## config.mk

```make
export PLATFORM = sky130hd
export DESIGN_NAME = mem_port_arbiter
export DESIGN_NICKNAME = d
export VERILOG_FILES = /design/src/rtl/mem_port_arbiter.sv
export SDC_FILE = /design/constraint.sdc
export NUM_CORES = 1
export LEC_CHECK = 0
export ABC_CLOCK_PERIOD_IN_PS = 2100
export CELL_PAD_IN_SITES_DETAIL_PLACEMENT = 2
export CELL_PAD_IN_SITES_GLOBAL_PLACEMENT = 2
export CORE_UTILIZATION = 10
export CTS_BUF_LIST = sky130_fd_sc_hd__clkbuf_2
export CTS_CLUSTER_DIAMETER = 50
export CTS_CLUSTER_SIZE = 10
export DETAILED_ROUTE_END_ITERATION = 10
export PLACE_DENSITY = 0.91
export SYNTH_ARGS = -nofsm -noshare
export SYNTH_HDL_FRONTEND = slang
export SYNTH_SLANG_ARGS = --single-unit
```

## constraint.sdc

```tcl
create_clock -name i_clk -period 2.1 [get_ports i_clk]
set_clock_uncertainty 0.15 [all_clocks]
set_input_delay 0.42 -clock i_clk [delete_from_list [all_inputs] [get_ports i_clk]]
set_output_delay 0.42 -clock i_clk [all_outputs]
set_load 0.05 [all_outputs]
```

## src/rtl/mem_port_arbiter.sv

```systemverilog
// mem_port_arbiter: shares one framebuffer RAM port between the 8051 bridge (0) and the fill/blit engine (1).
// Round-robin grant with bounded burst lock, out-of-range rejection and 1-cycle read completion.
`default_nettype none

module mem_port_arbiter #(
  parameter int WIDTH     = 16,
  parameter int AWIDTH    = 13,
  parameter int MEMSIZE   = 4800,
  parameter int MAX_BURST = 4
) (
  input  logic              i_clk,
  input  logic              i_rst_n,
  input  logic              i_req0,
  input  logic              i_we0,
  input  logic              i_lock0,
  input  logic [AWIDTH-1:0] i_addr0,
  input  logic [WIDTH-1:0]  i_wdata0,
  input  logic              i_req1,
  input  logic              i_we1,
  input  logic              i_lock1,
  input  logic [AWIDTH-1:0] i_addr1,
  input  logic [WIDTH-1:0]  i_wdata1,
  output logic              o_ack0,
  output logic              o_ack1,
  output logic              o_rvalid0,
  output logic              o_rvalid1,
  output logic              o_err0,
  output logic              o_err1,
  output logic [WIDTH-1:0]  o_rdata,
  output logic              o_mem_ce,
  output logic              o_mem_we,
  output logic [AWIDTH-1:0] o_mem_addr,
  output logic [WIDTH-1:0]  o_mem_wdata,
  input  logic [WIDTH-1:0]  i_mem_rdata
);

  localparam int              CW        = $clog2(MAX_BURST + 1);
  localparam logic [CW-1:0]   BURST_MAX = CW'(MAX_BURST);
  localparam logic [AWIDTH:0] MEM_LIMIT = (AWIDTH + 1)'(MEMSIZE);

  logic              last;
  logic              locked;
  logic [CW-1:0]     burst_cnt;

  logic              override;
  logic              sel;
  logic              any_req;
  logic              gnt0;
  logic              gnt1;
  logic              in_range;
  logic              we_g;
  logic              lock_g;
  logic [AWIDTH-1:0] addr_g;
  logic [WIDTH-1:0]  wdata_g;
  logic              cpl0;
  logic              cpl1;

  // On a tie the previous grantee keeps the port only while its burst lock is within budget.
  always_comb begin
    override = locked && (burst_cnt < BURST_MAX);
    if (i_req0 && i_req1) begin
      sel = override ? last : ~last;
    end else begin
      sel = i_req1;
    end
  end

  assign any_req  = i_req0 | i_req1;
  assign gnt0     = any_req & ~sel;
  assign gnt1     = any_req & sel;
  assign addr_g   = sel ? i_addr1  : i_addr0;
  assign wdata_g  = sel ? i_wdata1 : i_wdata0;
  assign we_g     = sel ? i_we1    : i_we0;
  assign lock_g   = sel ? i_lock1  : i_lock0;
  assign in_range = ({1'b0, addr_g} < MEM_LIMIT);

  assign o_ack0      = gnt0;
  assign o_ack1      = gnt1;
  assign o_mem_ce    = any_req & in_range;
  assign o_mem_we    = o_mem_ce & we_g;
  assign o_mem_addr  = any_req ? addr_g  : '0;
  assign o_mem_wdata = any_req ? wdata_g : '0;

  // Reads and every rejected access produce a completion; in-range writes do not.
  assign cpl0 = gnt0 & (~i_we0 | ~in_range);
  assign cpl1 = gnt1 & (~i_we1 | ~in_range);

  always_ff @(posedge i_clk or negedge i_rst_n) begin
    if (!i_rst_n) begin
      last      <= 1'b1;
      locked    <= 1'b0;
      burst_cnt <= '0;
      o_rvalid0 <= 1'b0;
      o_rvalid1 <= 1'b0;
      o_err0    <= 1'b0;
      o_err1    <= 1'b0;
    end else begin
      if (any_req) begin
        last   <= sel;
        locked <= lock_g;
        if (sel != last) begin
          burst_cnt <= CW'(1);
        end else if (burst_cnt < BURST_MAX) begin
          burst_cnt <= burst_cnt + CW'(1);
        end
      end else begin
        locked    <= 1'b0;
        burst_cnt <= '0;
      end
      o_rvalid0 <= cpl0;
      o_rvalid1 <= cpl1;
      o_err0    <= gnt0 & ~in_range;
      o_err1    <= gnt1 & ~in_range;
    end
  end

  // Only one completion can be outstanding, so the RAM output needs no steering.
  assign o_rdata = ((o_rvalid0 && !o_err0) || (o_rvalid1 && !o_err1)) ? i_mem_rdata : '0;

endmodule

`default_nettype wire

```

; Word-level counts from Yosys, hierarchy flattened
; Index checks and enable logic that the tools add are counted.
[word_totals]
reg_bits = 9
input_bits = 82
output_inout_bits = 53
elab_cells = 48
[classes]
addsub = 1
magnitude_cmp = 2
n_eq_ne = 2
n_mux = 13
bitwise = 16
n_reduce_logical = 7
[op_table]
columns = op, n
row1 = $mux 16, 3
row2 = $mux 13, 2
row3 = $lt 13x13->1 const B, 1
row4 = $mux 3, 3
row5 = $and 1x1->1, 8
row6 = $mux 1, 5
row7 = $not 1->1, 5
row8 = $logic_and 1x1->1, 4
row9 = $add 3x1->3 const B, 1
row10 = $lt 3x3->1 const B, 1
row11 = $ne 3x1->1 const B, 1
row12 = $or 1x1->1, 3
row13 = $logic_not 1->1, 2
row14 = $logic_or 1x1->1, 1
row15 = $ne 1x1->1, 1

; Depth between registers and ports, before layout
; Gate-level depths: netlist of run 1.
[depth]
depth_word = 9
depth_mapped = 6
depth_no_buf = 5

; Least setup slack after synthesis of run 1
; No wires, ideal clock.
[synth_path]
path_type = register to output
start = reg last
end = out o_mem_addr[10]
t_arrival_ps = 1937
required_ps = 1530
path_slack_ps = -407
path_stages_with_launch = 7
n_path_buf = 1
cell_sequence = dfstp_2 -> nand4bb_1 -> o211ai_4 -> inv_2 -> buf_2 -> nand2_1 -> a21oi_1
[synth_between]
elab_chain_len = 5
[synth_lines]
columns = item, line_no
row1 = from (decl), 41  ; logic last;
row2 = from (signal assigned), 99  ; last <= sel;
row3 = $not 1->1, 62  ; sel = override ? last : ~last;
row4 = $mux 1 (*), 62
row5 = $mux 1 (*), 61  ; if (i_req0 && i_req1) begin
row6 = $mux 13 (*), 71  ; assign addr_g = sel ? i_addr1 : i_addr0;
row7 = $mux 13 (*), 81  ; assign o_mem_addr = any_req ? addr_g : '0;
row8 = to (decl), 32  ; output logic [AWIDTH-1:0] o_mem_addr,
; Every way passes the cells marked *; elsewhere a longest branch is shown, timed or not.

; Worst setup path after layout of run 1
; Same ends and word-level chain as after synthesis.

==> results of run 1 <==
## how the worst min path moves through the flow
| stage | from | endpoint | slack, ps | cells after the start |
|---|---|---|---|---|
| floorplan | i_rst_n | burst_cnt[0]$_DFFE_PN0P_ | -30 | 0 |
| global placement | last$_DFFE_PN1N_ | last$_DFFE_PN1N_ | 430 | 3 |
| detailed placement | burst_cnt[0]$_DFFE_PN0P_ | burst_cnt[0]$_DFFE_PN0P_ | 470 | 2 |
| CTS | i_rst_n | locked$_DFF_PN0_ | 310 | 1 |
| global route | i_rst_n | o_rvalid0$_DFF_PN0_ | 280 | 1 |
| finish | i_rst_n | o_err1$_DFF_PN0_ | 280 | 1 |
## report_power, final
group	internal [µW]	switching, µW	total, µW
combinational	812	926	1740
sequential	210	30.2	240
clock	50.4	81.5	132
## sequential cells by signal, indices dropped and copies added, names as in the netlist
signal / flops
last: 1
o_rvalid1: 1
o_rvalid0: 1
o_err1: 1
locked: 1
o_err0: 1
burst_cnt: 3
## routing by layer
metal,global-route usage,vias up,wire [µm]
met5,0,-,0
met4,0.0412,0,86
met3,0.0395,9,595
met2,0.317,99,4720
met1,0.134,891,2640
li1,-,843,-
## Yosys cell counts
cell	count
a211o_1	2
a21oi_1	9
and2_1	16
and3_1	2
buf_2	6
buf_4	1
clkbuf_1	3
dfrtp_1	8
dfstp_2	1
ha_1	1
inv_1	3
inv_2	1
mux2i_1	1
nand2_1	65
nand3_1	24
nand4bb_1	1
nor2_1	5
nor2b_1	1
nor3_1	1
o211ai_4	1
o21a_1	1
o21ai_0	4
o21ai_1	1
o22ai_1	1
or2_2	1
xnor2_1	2
## cells by family (layout without fill, tap and decap cells)
logic type,count (synthesis),in the layout,share of synthesized area
AOI/OAI and AO/OA,19,19,0.125
xor gates and xnor gates,2,2,0.0179
adders and majority gates,1,1,0.0128
buffers and inverters,14,172,0.0653
DFF,9,9,0.232
muxes,1,1,0.0102
and+or+nand+nor,116,116,0.536
## what timing repair did
| item | 4_1_cts | 5_1_grt |
|---|---|---|
| cloned | 1 | 2 |
| endpoints found under the setup margin | 33 | 54 |
| buffers inserted | 8 | 0 |
| pin swaps | 16 | 34 |
| resized for setup | 69 | 77 |
## layout by cell type, fill, tap and decap left out, drive strengths merged, types with 2 or more instances in the layout
| cell | instances |
|---|---|
| buf | 78 |
| nand3 | 24 |
| a211o | 2 |
| and2 | 16 |
| dfrtp | 8 |
| dlymetal6s2s | 5 |
| nand2 | 65 |
| and3 | 2 |
| clkdlybuf4s50 | 77 |
| inv | 4 |
| xnor2 | 2 |
| clkbuf | 5 |
| a21oi | 9 |
| o21ai | 5 |
| nor2 | 5 |
| dlygate4sd2 | 3 |
## per-stage QoR
step                 util  power (µW)
global route        0.375        2210
finish              0.375        2110
global placement    0.302        1590
CTS                 0.340        1940
detailed placement  0.302        1640
floorplan               -        1000
## area by class of cell
| cell class | instances | area [µm²] | share of cell area |
|---|---|---|---|
| repair buffers | 164 | 2030 | 0.576 |
| flip-flops and latches | 9 | 226 | 0.0644 |
| well taps | 129 | 161 | 0.0459 |
| multi-input cells | 139 | 1060 | 0.302 |
| inverters | 4 | 20.0 | 0.00569 |
| clock buffers | 4 | 20.0 | 0.00569 |
==> run metrics, run 1 <==
final wirelength between 8000 and 9000 µm; PD cells roughly 600 mW/mm²; setup total negative slack -9700 ps; CTS Hold Bufs 0; WL/cell roughly 18 µm; top-area cell type share of the netlist area 0.250; sequential area share after synthesis 0.232; crit path max fanout 6; CP Buf/Inv Count 3; Synth area leader nand2_1; grt ovf 0; Iteration-0 DRC Markers 38; FP Rows 35; Placeable Area about 0.0094 mm²; CTS tree built; Fin. Hold Viols 0; cell family with most CP delay flip-flops; clock transition at the registers of the reported paths between 100 and 150 ps; Die Span X approximately 100 µm; Die ar. approximately 0.010 mm²; H-tree lvl count 1; setup violators final 34; RSZ-0062 raised after global routing true; Final Max Tran Viols 0; first-pass GRT wire length roughly 11,000 µm; DR DRC count 0; Post-Synthesis Cell Area 977 µm²; antenna diode count 0; Worst setup EP type output pin; CP dominant cell by count buf_6; layout cell share with drive strength beyond 1 0.538; Layout Cells excl Fill roughly 450; antenna violations before repair 0; Syn Nets between 200 and 250; CP Capture Point o_mem_addr[10]; crit path max-delay cell type dfstp_2; total CTS buffers 3; vias per cell 4.10; Hold Path Class primary input to asynchronous set/reset pin; syn_area_per_cell just over 6 µm²; VDD IR max 0.161 mV; synth top area cells nand2_1, dfrtp_1, nand3_1; violated checks negative setup slack; reg2reg end o_rvalid0$_DFF_PN0_; total number of vias between 1.5k and 2k; placed instance area between 0.002 and 0.003 mm²; PortBufs roughly 130; Critical Path Max Stage Delay approximately 570 ps; vias in the first global route between 2k and 2.5k; Top Ports 135; Ys Warns 0; Data required, critical path roughly 1500 ps; Synth Instances about 160; Die Y between 100 and 150 µm; DP Worst Slack -491 ps; number of max-cap violations 0; kind of critical path register to output pin; GRT Total Usage 0.149; synthesized flop and latch total 9; total leakage power 0.00157 µW; Slew @ Worst Pin 526 ps; clk buf depth 2; CP Data Arrival Time roughly 1900 ps; WHS roughly 280 ps; largest net degree at the start of global routing 26; fin area roughly 0.0035 mm²; final cycle utilization of the critical path 1.16; Slew headroom 0.649; fin crit period ~2400 ps; Netlist cell types 26; flop-to-flop setup slack roughly 60 ps; Root Buffer clkbuf_2; Net count, final between 400 and 500; Sink Count 9; Worst-Skew Late Latency about 270 ps; Setup WS post-layout -333 ps; outcome finished with violations; Placed Cells approximately 430; stages on the worst setup path 7; crit path from last$_DFFE_PN1N_; worst-case reg-to-reg path depth 10; critical path, cell by cell nand2_2 > o211ai_4 > buf_6 > buf_8 > nand2_4 > a21oi_4 > buf_6; DRT antenna net count 0; FILL cells between 1k and 1.5k; Peak Freq about 0.41 GHz; DPL Wire Length 5460 µm; CP startpoint kind register; Pre-antenna DRT Iters 3; Initial Util 0.104; worst flop-to-flop path startpoint last$_DFFE_PN1N_; RD Place Congestion about 0.69; Area Growth Syn to Fin 260%
Note: power is estimated with default switching activity, not from simulation.
==> run 2: changes to the inputs <==
--- a/config.mk
+++ b/config.mk
@@ -14,6 +14,7 @@
 export CTS_CLUSTER_SIZE = 10
 export DETAILED_ROUTE_END_ITERATION = 10
 export PLACE_DENSITY = 0.91
+export SETUP_SLACK_MARGIN = 0.1
 export SYNTH_ARGS = -nofsm -noshare
 export SYNTH_HDL_FRONTEND = slang
 export SYNTH_SLANG_ARGS = --single-unit
==> run metrics, run 2 (synthesis gave the netlist of run 1 again) <==
final cycle utilization of the critical path 1.18 (was 1.16); grt ovf 0 (unchanged); fin util 0.381 (was 0.375); worst flop-to-flop path startpoint last$_DFFE_PN1N_ (unchanged); fin crit period 2470 ps (was 2430 ps); FP Rows 35 (unchanged); Top Ports 135 (unchanged); Initial Util 0.104 (unchanged); VDD IR max 0.196 mV (was 0.161 mV); kind of critical path primary input to output pin (was register to output pin); Area Growth Syn to Fin 265% (was 260%); Die Span X 101 µm (unchanged); setup violators final 33 (was 34); most frequent cells in the layout clkdlybuf4s50_1, nand2_1, nand2_2, buf_8, buf_12 (unchanged); crit path max fanout 16 (was 6); Fin. Hold Viols 0 (unchanged); clk buf depth 2 (unchanged); Net count, final 404 (unchanged); outcome finished with violations (unchanged); number of max-cap violations 0 (unchanged); routing usage on met1 0.152 (was 0.134); DPL Wire Length 5320 µm (was 5460 µm); GRT Total Usage 0.138 (was 0.149); DRT antenna net count 0 (unchanged); Comb power frac 0.831 (was 0.824); RSZ-0062 raised after global routing true (unchanged); vias per cell 4.01 (was 4.10); CP Data Arrival Time 1900 ps (was 1860 ps); PD cells 593 mW/mm² (was 600 mW/mm²); WL/cell 17.2 µm (was 17.9 µm); first-pass GRT wire length 10,900 µm (was 11,300 µm); total power draw 2110 µW (about the same); final wirelength 7730 µm (was 8050 µm); GRT busiest layer met2 (unchanged); setup total negative slack -9300 ps (was -9700 ps); vias in the first global route 2,054 (was 2,129); Reg with most FFs burst_cnt (unchanged); PortBufs 134 (unchanged); antenna diode count 0 (unchanged); Slew headroom 0.664 (was 0.649); total number of vias 1,799 (was 1,842); DR DRC count 0 (unchanged); Worst setup EP type output pin (unchanged); Data required, critical path 1530 ps (about the same); cell family with most CP delay buffers and inverters (was flip-flops); Final Max Tran Viols 0 (unchanged); met2 usage 0.274 (was 0.317); commonest non-fill, non-tap cell in the layout clkdlybuf4s50_1 (unchanged); Pre-antenna DRT Iters 3 (unchanged); Layout Cells excl Fill 449 (unchanged); Switching Share 0.484 (was 0.492); total CTS buffers 3 (unchanged); Worst-Skew Late Latency 240 ps (was 270 ps); Seq pwr share 0.115 (was 0.114); max reg flops 3 (unchanged); flop-to-flop setup slack 160 ps (was 60 ps); Root Buffer clkbuf_2 (unchanged); Pint 1090 µW (was 1070 µW); layout cell share with drive strength beyond 1 0.528 (was 0.538); Sw Pwr 1020 µW (was 1040 µW); antenna violations before repair 0 (unchanged); Placed Cells 431 (was 434); total leakage power 0.00155 µW (was 0.00157 µW); grt met3 use 0.0361 (was 0.0395); critical path, cell by cell clkdlybuf4s50_1 > o211ai_4 > inv_2 > buf_12 > nand2_1 > a21oi_4 > buf_6 (was nand2_2 > o211ai_4 > buf_6 > buf_8 > nand2_4 > a21oi_4 > buf_6); CP Buf/Inv Count 4 (was 3); Die ar. 0.0102 mm² (unchanged); CTS tree built (unchanged); reg2reg end burst_cnt[0]$_DFFE_PN0P_ (was o_rvalid0$_DFF_PN0_); Iteration-0 DRC Markers 19 (was 38); Clk network pwr share 0.053 (was 0.062); Setup WS post-layout -374 ps (was -333 ps); CTS Hold Bufs 0 (unchanged); Peak Freq 0.404 GHz (was 0.411 GHz); Critical Path Max Stage Delay 550 ps (was 570 ps); Slew @ Worst Pin 503 ps (was 526 ps); H-tree lvl count 1 (unchanged); Hold Path Class primary input to asynchronous set/reset pin (unchanged); worst-case reg-to-reg path depth 8 (was 10); largest net degree at the start of global routing 18 (was 26); Placeable Area 0.00937 mm² (unchanged); CP startpoint kind primary input (was register); clock transition at the registers of the reported paths 100 ps (was 130 ps); DP Worst Slack -569 ps (was -491 ps); violated checks negative setup slack (unchanged); Die Y 101 µm (unchanged); Sink Count 9 (unchanged); RD Place Congestion 0.741 (was 0.686); crit path max-delay cell type clkdlybuf4s50_1 (was dfstp_2)
==> run 2: worst register-to-register path, stage by stage (launching register included) <==
cell and delay, ps:
dfstp_2 570, nand4bb_4 150, o211ai_4 120, buf_6 150
buf_6 120, clkbuf_16 160, buf_8 130, xnor2_4 130
o21a_1 170
==> run 2: repair_timing <==
action                                  in CTS  in global routing
endpoints found under the setup margin      52                 53
buffers inserted                             7                  3
pin swaps                                   16                  9
gates resized for setup                     82                 51
cloned                                       2                  2
==> run 2: cell type report <==
type,count,area [µm²]
multi-input combinational,140,1120
timing repair buffer,163,2020
clock buffer,4,20.0
inverter,4,17.5
fill,1013,5800
tap,129,161
sequential,9,230
==> run 2: layer usage <==
| layer | vias up | part of all wire |
|---|---|---|
| li1 | 851 | - |
| met1 | 848 | 0.37 |
| met2 | 98 | 0.56 |
| met3 | 2 | 0.074 |
| met4 | 0 | 0.0012 |
| met5 | - | 0 |
==> run 2: worst max-delay path by stage <==
| stage | start | to | slack [ps] | cells after the start |
|---|---|---|---|---|
| 3_5_place_dp | i_req0 | o_mem_we | -570 | 7 |
| 2_1_floorplan | last$_DFFE_PN1N_ | o_mem_addr[10] | -5 | 6 |
| 6_report | i_req1 | o_mem_addr[10] | -370 | 7 |
| 3_3_place_gp | i_req0 | o_mem_we | -470 | 7 |
| 4_1_cts | last$_DFFE_PN1N_ | o_mem_wdata[0] | -340 | 8 |
| 5_1_grt | i_req1 | o_mem_addr[10] | -450 | 7 |
==> run 2: per-stage QoR <==
step | instance area, µm² | hold WS [ps]
final | 3570 | 334
after global routing | 3570 | 330
after CTS | 3300 | 325
after detailed placement | 2890 | 443
after global placement | 2890 | 434
after floorplan | 1170 | -25.6
==> run 2: power by group through the flow <==
stage / sequential [µW] / clock (µW) / combinational, µW
6_report: 244 / 113 / 1760
5_1_grt: 249 / 130 / 1840
4_1_cts: 240 / 120 / 1630
3_5_place_dp: 240 / 0 / 1410
3_3_place_gp: 235 / 0 / 1370
2_1_floorplan: 263 / 0 / 766
==> run 3: changes to the inputs <==
--- a/config.mk
+++ b/config.mk
@@ -8,6 +8,7 @@
 export ABC_CLOCK_PERIOD_IN_PS = 2100
 export CELL_PAD_IN_SITES_DETAIL_PLACEMENT = 2
 export CELL_PAD_IN_SITES_GLOBAL_PLACEMENT = 2
+export CORE_MARGIN = 2
 export CORE_UTILIZATION = 10
 export CTS_BUF_LIST = sky130_fd_sc_hd__clkbuf_2
 export CTS_CLUSTER_DIAMETER = 50
==> run metrics, run 3 (synthesis gave the netlist of run 1 again) <==
Root Buffer clkbuf_2 (unchanged); Hold Path Class primary input to asynchronous set/reset pin (unchanged); GRT Total Usage 0.131 (was 0.138); FP Rows 36 (was 35); Die Span X 103 µm (was 101 µm); largest net degree at the start of global routing 26 (was 18); Data required, critical path 1530 ps (about the same); violated checks negative setup slack (unchanged); Top Ports 135 (unchanged); DP Worst Slack -516 ps (was -569 ps); max reg flops 3 (unchanged); commonest non-fill, non-tap cell in the layout clkdlybuf4s50_1 (unchanged); crit path max fanout 6 (was 16); vias in the first global route 2,114 (was 2,054); Setup WS post-layout -308 ps (was -374 ps); outcome finished with violations (unchanged); Final Max Tran Viols 0 (unchanged); Slew headroom 0.666 (was 0.664); final wirelength 7880 µm (was 7730 µm); H-tree lvl count 1 (unchanged); Fin. Hold Viols 0 (unchanged); Peak Freq 0.415 GHz (was 0.404 GHz); RSZ-0062 raised after global routing true (unchanged); fin crit period 2410 ps (was 2470 ps); Die ar. 0.0106 mm² (was 0.0102 mm²); fin util 0.367 (was 0.381); first-pass GRT wire length 10,800 µm (was 10,900 µm); total leakage power 0.00157 µW (was 0.00155 µW); Initial Util 0.101 (was 0.104); clk buf depth 2 (unchanged); Die Y 103 µm (was 101 µm); antenna violations before repair 0 (unchanged); vias per cell 4.04 (was 4.01); PortBufs 134 (unchanged); CP Data Arrival Time 1840 ps (was 1900 ps); total CTS buffers 3 (unchanged); antenna diode count 0 (unchanged); Iteration-0 DRC Markers 22 (was 19); CP startpoint kind register (was primary input); DPL Wire Length 5520 µm (was 5320 µm); RD Place Congestion 0.701 (was 0.741); DR DRC count 0 (unchanged); Slew @ Worst Pin 500 ps (was 503 ps); Pint 1100 µW (was 1090 µW); VDD IR max 0.197 mV (was 0.196 mV); Net count, final 403 (was 404); Pre-antenna DRT Iters 2 (was 3); DRT antenna net count 0 (unchanged); Clk network pwr share 0.052 (was 0.053); kind of critical path register to output pin (was primary input to output pin); Reg with most FFs burst_cnt (unchanged); grt ovf 0 (unchanged); most frequent cells in the layout clkdlybuf4s50_1, nand2_2, buf_12, buf_8, nand2_1 (was clkdlybuf4s50_1, nand2_1, nand2_2, buf_8, buf_12); Switching Share 0.481 (was 0.484); Sw Pwr 1020 µW (about the same); WL/cell 17.4 µm (was 17.2 µm); Comb power frac 0.835 (was 0.831); setup violators final 33 (unchanged); Area Growth Syn to Fin 262% (was 265%); Seq pwr share 0.113 (was 0.115); final cycle utilization of the critical path 1.15 (was 1.18); Sink Count 9 (unchanged); total number of vias 1,824 (was 1,799); PD cells 597 mW/mm² (was 593 mW/mm²); number of max-cap violations 0 (unchanged); Placeable Area 0.00964 mm² (was 0.00937 mm²); layout cell share with drive strength beyond 1 0.545 (was 0.528); clock transition at the registers of the reported paths 90 ps (was 100 ps); Worst-Skew Late Latency 240 ps (about the same); Worst setup EP type output pin (unchanged); CTS tree built (unchanged)
## run 3: cell types whose count changed in the layout (fill, tap and decap cells not counted), sizes merged
cell,delta
clkbuf,+2
o22ai,-1
clkdlybuf4s50,-3
dlygate4sd2,+4
buf,-2
dlymetal6s2s,-1
## run 3: power groups by stage
stage	sequential [µW]	combinational (µW)	clock (µW)
after global placement	234	1360	0
after floorplan	263	766	0
after global routing	243	1860	123
after detailed placement	237	1400	0
final	239	1770	111
after CTS	237	1610	115
## run 3: critical path: stages, from the launching register on
cell and delay, ps:
dfstp_2 570, nand2_2 70, o211ai_4 270, inv_4 100, buf_12 150, clkbuf_16 160
nand2_4 70, nand2_2 60, buf_8 150
## run 3: final timing paths
kind | from | to | slack (ps) | depth (start not counted)
max in group asynchronous | i_rst_n | last$_DFFE_PN1N_ | 1130 | 1
setup / recovery | last$_DFFE_PN1N_ | o_mem_wdata[0] | -310 | 8
setup reg to reg | last$_DFFE_PN1N_ | burst_cnt[0]$_DFFE_PN0P_ | 200 | 7
hold reg to reg | last$_DFFE_PN1N_ | last$_DFFE_PN1N_ | 490 | 3
min in group i_clk | last$_DFFE_PN1N_ | last$_DFFE_PN1N_ | 490 | 3
hold / removal | i_rst_n | o_err1$_DFF_PN0_ | 330 | 1
## run 3: layout make-up
class                   count  area, µm²
well taps                 133        166
fillers                  1051       6100
multi-input cells         139       1110
repair buffers            163       2000
inverters                   4       17.5
clock buffers               4       20.0
flip-flops and latches      9        229
## run 3: what timing repair did
action	CTS	global route
pin swaps	11	28
endpoints found under the setup margin	52	43
setup buffers	7	3
gates cloned	1	3
resized for setup	93	51
hold buffers	0	0
## run 3: per-stage QoR
step,cells,setup TNS (ps),hold slack (ps),total power [µW],area (µm²)
6_report,452,-8610,335,2120,3540
5_1_grt,452,-11790,335,2220,3540
4_1_cts,447,-8660,319,1970,3290
3_5_place_dp,435,-15110,438,1640,2870
3_3_place_gp,435,-12460,432,1590,2870
2_1_floorplan,162,-4.58,-25.6,1030,1170
## run 3: metal layers
metal  global-route usage  share of wire  wire [µm]
met1                0.134           0.35       2730
met2                0.271           0.56       4390
met3               0.0373          0.086        676
met4               0.0121          0.012         91
met5                    0              0          0
